## config.mk

```make
export PLATFORM = sky130hd
export DESIGN_NAME = ifetch_queue
export DESIGN_NICKNAME = d
export VERILOG_FILES = /design/src/rtl/ifetch_queue.sv
export SDC_FILE = /design/constraint.sdc
export NUM_CORES = 1
export LEC_CHECK = 0
export ABC_AREA = 1
export BUFFER_PORTS_ARGS = -buffer_cell sky130_fd_sc_hd__buf_2
export CAP_MARGIN = 5
export CORE_UTILIZATION = 44
export CTS_CLUSTER_SIZE = 40
export DETAILED_ROUTE_END_ITERATION = 10
export SKIP_LAST_GASP = 1
export SLEW_MARGIN = 20
export SYNTH_ARGS = -nofsm -noshare
export SYNTH_HDL_FRONTEND = slang
export SYNTH_SLANG_ARGS = --single-unit
```

## constraint.sdc

```tcl
create_clock -name clk -period 7.2 [get_ports clk]
set_input_delay 0 -clock clk [delete_from_list [all_inputs] [get_ports clk]]
set_output_delay 0 -clock clk [all_outputs]
set_load 0.02 [all_outputs]
```

## src/rtl/ifetch_queue.sv

```systemverilog
// ifetch_queue: instruction fetch front-end.
//
// Issues PC-sequential requests to instruction memory, buffers returned words
// with their PCs in a DEPTH-entry FIFO and presents the head entry to the
// datapath as InstrF/PCF/FetchValidF. Redirects (PCSrcE) flush the FIFO and
// mark every outstanding request as stale so its response is dropped.
//
// Compile-time option: define IFQ_BYPASS_EN to let a response arriving into
// an empty queue drive InstrF/PCF/FetchValidF combinationally in the same
// cycle. Without it, every response lands in the FIFO first and is visible
// on the following cycle (no combinational path from ImemRsp* to outputs).
//
// Handshake semantics (all channels):
//   - Request: a transfer happens on a rising edge where ImemReqValid and
//     ImemReqReady are both 1. ImemReqValid depends only on internal credit
//     state (and reset), never on ImemReqReady or PCSrcE. ImemAddr is stable
//     while ImemReqValid is 1 and no transfer happens.
//   - Response: ImemRspValid carries no back-pressure; exactly one response
//     per accepted request, in order, at least one cycle after acceptance.
//   - Fetch output: the head entry is consumed on an edge where FetchValidF
//     is 1, StallF is 0 and PCSrcE is 0.
//
// Debug outputs dbg_occ / dbg_inflight / dbg_drop expose the FIFO occupancy,
// outstanding-request count and stale-response count.

module ifetch_queue #(
  parameter int          DEPTH    = 4,
  parameter logic [31:0] RESET_PC = 32'h0000_0000
) (
  input  logic                   clk,
  input  logic                   reset,
  output logic                   ImemReqValid,
  input  logic                   ImemReqReady,
  output logic [31:0]            ImemAddr,
  input  logic                   ImemRspValid,
  input  logic [31:0]            ImemRspData,
  input  logic                   StallF,
  input  logic                   PCSrcE,
  input  logic [31:0]            PCTargetE,
  output logic [31:0]            InstrF,
  output logic [31:0]            PCF,
  output logic                   FetchValidF,
  output logic [$clog2(DEPTH):0] dbg_occ,
  output logic [$clog2(DEPTH):0] dbg_inflight,
  output logic [$clog2(DEPTH):0] dbg_drop
);

  localparam int          AW  = $clog2(DEPTH);
  localparam int          CW  = AW + 1;
  localparam logic [31:0] NOP = 32'h0000_0013;

  // Fetch PC (next address to request) and response PC (PC of the next
  // non-stale response). After a redirect all non-stale requests are
  // sequential from the target, so one counter tracks response PCs.
  logic [31:0]   fpc;
  logic [31:0]   rpc;

  // FIFO storage and bookkeeping.
  logic [31:0]   pc_mem  [DEPTH];
  logic [31:0]   ins_mem [DEPTH];
  logic [AW-1:0] wr_ptr;
  logic [AW-1:0] rd_ptr;
  logic [CW-1:0] occ;
  logic [CW-1:0] inflight;
  logic [CW-1:0] drop;

  logic [CW-1:0] occ_nxt;
  logic [CW-1:0] inflight_nxt;
  logic [CW-1:0] drop_nxt;

  logic [CW:0]   used;
  logic          credit;
  logic          req_fire;
  logic          rsp_keep;
  logic          fifo_valid;
  logic          push;
  logic          pop;

  // Credits cover both stored entries and requests still in flight, so a
  // response can never find the FIFO full.
  assign used     = {1'b0, occ} + {1'b0, inflight};
  assign credit   = (used < (CW+1)'(DEPTH));

  // Requests are held off only while reset is asserted; the redirect does
  // not gate them, a request accepted during a redirect is counted as stale.
  assign ImemReqValid = reset & credit;
  assign ImemAddr     = fpc;
  assign req_fire     = ImemReqValid & ImemReqReady;

  // A response survives when no stale responses are pending and no redirect
  // is flushing the queue in this cycle.
  assign rsp_keep   = ImemRspValid & (drop == '0) & ~PCSrcE;
  assign fifo_valid = (occ != '0);

`ifdef IFQ_BYPASS_EN
  logic byp_valid;

  // Empty queue: the arriving word is shown directly and only stored if the
  // datapath does not take it this cycle.
  assign byp_valid   = rsp_keep & ~fifo_valid;
  assign FetchValidF = fifo_valid | byp_valid;
  assign InstrF      = fifo_valid ? ins_mem[rd_ptr] : (byp_valid ? ImemRspData : NOP);
  assign PCF         = fifo_valid ? pc_mem[rd_ptr]  : (byp_valid ? rpc : fpc);
  assign push        = rsp_keep & ~(byp_valid & ~StallF);
  assign pop         = fifo_valid & ~StallF & ~PCSrcE;
`else
  assign FetchValidF = fifo_valid;
  assign InstrF      = fifo_valid ? ins_mem[rd_ptr] : NOP;
  assign PCF         = fifo_valid ? pc_mem[rd_ptr]  : fpc;
  assign push        = rsp_keep;
  assign pop         = fifo_valid & ~StallF & ~PCSrcE;
`endif

  assign dbg_occ      = occ;
  assign dbg_inflight = inflight;
  assign dbg_drop     = drop;

  // Next-state for the three counters; a redirect overrides push and pop.
  always_comb begin
    inflight_nxt = inflight + CW'(req_fire) - CW'(ImemRspValid);
    occ_nxt      = occ;
    drop_nxt     = drop;
    if (PCSrcE) begin
      occ_nxt  = '0;
      // Everything still outstanding after this edge is stale.
      drop_nxt = inflight_nxt;
    end else begin
      occ_nxt = occ + CW'(push) - CW'(pop);
      if (ImemRspValid && (drop != '0)) begin
        drop_nxt = drop - CW'(1);
      end
    end
  end

  // Control state: PCs, pointers and counters.
  always_ff @(posedge clk or negedge reset) begin
    if (!reset) begin
      fpc      <= RESET_PC;
      rpc      <= RESET_PC;
      wr_ptr   <= '0;
      rd_ptr   <= '0;
      occ      <= '0;
      inflight <= '0;
      drop     <= '0;
    end else begin
      occ      <= occ_nxt;
      inflight <= inflight_nxt;
      drop     <= drop_nxt;
      if (PCSrcE) begin
        fpc    <= PCTargetE;
        rpc    <= PCTargetE;
        wr_ptr <= '0;
        rd_ptr <= '0;
      end else begin
        if (req_fire) begin
          fpc <= fpc + 32'd4;
        end
        if (rsp_keep) begin
          rpc <= rpc + 32'd4;
        end
        if (push) begin
          wr_ptr <= wr_ptr + AW'(1);
        end
        if (pop) begin
          rd_ptr <= rd_ptr + AW'(1);
        end
      end
    end
  end

  // FIFO payload write; contents need no reset because occ qualifies them.
  always_ff @(posedge clk) begin
    if (push) begin
      pc_mem[wr_ptr]  <= rpc;
      ins_mem[wr_ptr] <= ImemRspData;
    end
  end

endmodule

```

==> results.md <==
| Metric | This run |
|---|---|
| Fraction of the mapped netlist area in compound gates | 10.6% |
| Violation count after the first detailed-routing iteration | 859 |
| Run status | finished, final reports clean |
| Pins over their slew limit | 0 |
| Cell variety after synth | 39 |
| Layer with the highest usage | met2 |
| Synthesized instance count | 1,503 |
| Final routed wirelength across all metal layers | 41.1 mm |
| Synth top area share | 50.9% |
| Met2 Resource Use GR | 36.8% |
| Proportion of synthesized area in mux cells | 0% |
| Core area | 33,600 um2 |
| Number of nets in the final layout | 1,819 |
| Clock H-tree levels | 2 |
| Reported max-cap violation count | 0 |
| Vias after detailed routing | 11.7k |
| Category of the worst setup path capture point | output pin |
| Headroom to the max-slew limit | 32.8% |
| Hold Path Class | input pin to asynchronous set/reset pin |
| Post-route DRC violation count | 0 |
| Pwr/cell area | 352 nW/um2 |
| Die extent in y | 187 um |
| Area contributors post-synth | sky130_fd_sc_hd__edfxtp_1, sky130_fd_sc_hd__dfrtp_1, sky130_fd_sc_hd__nor2_1, sky130_fd_sc_hd__nand2_1, sky130_fd_sc_hd__o21ai_0 |
| Fmax | 290 MHz |
| Met1 Resource Use GR | 33.9% |
| Finish-stage setup viols | 0 |
| Simple-Gate Fraction of Synth Area | 18.3% |
| Die Area | 35,100 um2 |
| Top_reg_cell synth | sky130_fd_sc_hd__edfxtp_1 |
| Input/output buffers | 176 |
| Final total negative setup slack | 0 ps |
| Synthesized net count | 1,589 |
| Highest fanout seen on the critical path | 79 |
| Layout cells sized above 1 | 15.9% |
| Number of buffers on the longest clock path | 3 |
| Number of enable-type register cells in the synthesized netlist | 256 |
| Min Hold Slack | 11.3 ps |
| Async SR Flop Fraction | 23.1% |
| Yosys warning total | 0 |
| Initial core utilization | 44.9% |
| CTS root buffer | sky130_fd_sc_hd__clkbuf_16 |
| Share of the cycle needed by the critical path after routing | 47.9% |
| Depth of the worst register-to-register path | 8 |
| GRT Overall Usage | 23.5% |
| Slew @ Worst Pin | 1010 ps |
| Met3 routing resource usage after global routing | 4.05% |
| Leakage power of the design | 0.00717 uW |
| Largest family of logic cells by synthesized area | simple AND/OR/NAND/NOR gates |
| Count of state elements after synthesis | 333 |
| Sequential element share of the synthesized area | 63.7% |
| Number of global-route vias before repair | 11.3k |
| Startpoint of the worst setup timing path | rd_ptr[0] |
| Setup repair after global routing missed its margin | false |
| Kind of start point of the critical path | register |
| Maximum number of pins on one net before global-route repair | 94 |
| CTS clk-pin slew, worst paths | 60 ps |
| Total congestion overflow | 0 |
| Ports | 177 |
| Worst Path Class, Setup | register to output pin |
| CTS Buf Count | 36 |
| Maximum clock skew at final layout | 25.6 ps |
| Number of antenna violations at the first check in global routing | 0 |
| Number of fill cells | 3,019 |
| Worst R2R Start | dbg_drop[0] |
| CTS-repair resized insts | 0 |
| Post-route cell area | 18,200 um2 |
| Clock period minus final worst setup slack | 3450 ps |
| Biggest area consumer among synthesized cells | sky130_fd_sc_hd__edfxtp_1 |
| Number of nets with antenna violations after routing | 0 |
| Post-CTS setup buffers | 0 |
| Arrival time of data at the critical path endpoint | 3450 ps |
| Number of rows in the core area | 67 |
| Clock tree from TritonCTS | built |
| Die width | 187 um |
| Data required time of the worst path | 7200 ps |
| Largest voltage drop on the vdd net | 0.000293 V |
| Antenna cells | 0 |
| Post-cts hold buffer count | 70 |
| Final routed wire length divided by cell count | 18.6 um |
| Number of endpoints with negative hold slack in the final report | 0 |
| Clock network latency to the later pin of the worst-skew pair | 520 ps |
| RR Endpoint | pc_mem[0][29] |
| Signed area change from the synthesized netlist to the final layout | 20.5% |
| Number of iterations in the first detailed-routing pass | 5 |
| Worst reg-to-reg setup slack | 4040 ps |
| Syn avg cell area | 10.0 um2 |
| Standard cell area after detailed placement | 16,400 um2 |
| Vias per std cell | 5.31 |
| Parity-gate share of the synthesized area counting xor and xnor cells | 1.57% |
| First-pass GRT wire length | 64.0 mm |
| Final weighted congestion of routability-driven global placement | 0.936 |
| Adder and majority cell fraction of the synthesized area | 1.42% |
| Mapped cell area | 15,100 um2 |
| Detailed-placement wirelength estimate | 25.7 mm |
| Total clock sinks | 333 |
cells by family after synthesis:
group                    Yosys count
AO/OA/AOI/OAI                    294
XOR/XNOR                          27
adder cells (fa/ha/maj)           16
buffers and inverters            167
flip-flops                       333
AND/OR/NAND/NOR                  666
through the flow:
stage | utilization (%) | power [uW] | setup slack [ps] | instances
2_1_floorplan | - | 3840 | 2960 | 1503
3_3_place_gp | 48.7 | 4630 | 4040 | 2073
4_1_cts | 54.1 | 6440 | 3740 | 2208
3_5_place_dp | 48.7 | 4650 | 3980 | 2073
6_report | 54.1 | 6410 | 3750 | 2208
5_1_grt | 54.1 | 6760 | 3490 | 2208
power breakdown:
part | leakage [uW] | total, uW | switching [uW] | internal, uW
combinational | 0.00339 | 2170 | 1540 | 627
sequential | 0.00325 | 2480 | 222 | 2260
clock | 0.000534 | 1760 | 742 | 1020
total | 0.00717 | 6410 | 2510 | 3900
area by class of cell:
type / instances / area, um2 / share of cell area (%)
clock buffers: 53 / 1020 / 5.59
clock inverters: 12 / 97.6 / 0.536
inverters: 99 / 373 / 2.05
multi-input cells: 1003 / 4840 / 26.6
flip-flops and latches: 333 / 9620 / 52.9
well taps: 448 / 561 / 3.08
repair buffers: 260 / 1690 / 9.28
cells in the mapped netlist, types with 10 or more instances:
cell                       count
sky130_fd_sc_hd__nor2_1      282
sky130_fd_sc_hd__nand2_1     273
sky130_fd_sc_hd__edfxtp_1    256
sky130_fd_sc_hd__o21ai_0     179
sky130_fd_sc_hd__inv_1        94
sky130_fd_sc_hd__dfrtp_1      77
sky130_fd_sc_hd__nand3_1      63
sky130_fd_sc_hd__a21oi_1      43
sky130_fd_sc_hd__clkbuf_1     34
sky130_fd_sc_hd__o22ai_1      30
sky130_fd_sc_hd__buf_2        24
sky130_fd_sc_hd__xor2_1       21
sky130_fd_sc_hd__o211ai_1     20
sky130_fd_sc_hd__ha_1         14
sky130_fd_sc_hd__nand4_1      10
layout by cell type, fill, tap and decap left out, drive strengths merged, types with 7 or more instances in the layout:
cell	instances
nor3	7
dlygate4sd3	70
clkinv	7
o21ai	188
xor2	21
nand2	282
nand3	64
nand4	10
nor2	297
buf	190
o211ai	21
edfxtp	256
o22ai	30
a21oi	43
dfrtp	77
clkbuf	53
inv	100
ha	14
how the worst max path moves through the flow:
| stage | end | slack (ps) | depth (start not counted) |
|---|---|---|---|
| 3_3_place_gp | pc_mem[0][22] | 4040 | 8 |
| 4_1_cts | PCF[10] | 3740 | 7 |
| 3_5_place_dp | pc_mem[0][22] | 3980 | 8 |
| 2_1_floorplan | ins_mem[0][0] | 2960 | 6 |
| 5_1_grt | PCF[10] | 3490 | 7 |
| 6_report | PCF[15] | 3750 | 7 |
worst max-delay path, cell delays in order (launching register included):
cell	delay, ps
sky130_fd_sc_hd__dfrtp_4	640
sky130_fd_sc_hd__clkinv_2	510
sky130_fd_sc_hd__buf_4	750
sky130_fd_sc_hd__o21ai_0	180
sky130_fd_sc_hd__o22ai_1	340
sky130_fd_sc_hd__nand2_1	100
sky130_fd_sc_hd__o21ai_0	130
sky130_fd_sc_hd__buf_2	210
state kept, by name (all words and copies together), names as in the netlist:
| register | cells |
|---|---|
| dbg_drop | 3 |
| pc_mem | 128 |
| ImemAddr | 32 |
| ins_mem | 128 |
| rpc | 32 |
| wr_ptr | 2 |
| dbg_inflight | 3 |
| dbg_occ | 3 |
| rd_ptr | 2 |
metal layers:
metal  up-vias  share of wire (%)
met5         -                  0
met2       462                 45
met4         0                2.1
met3        72                7.5
met1      5595                 45
li1       5597                  -
Note: power is estimated with default switching activity, not from simulation.
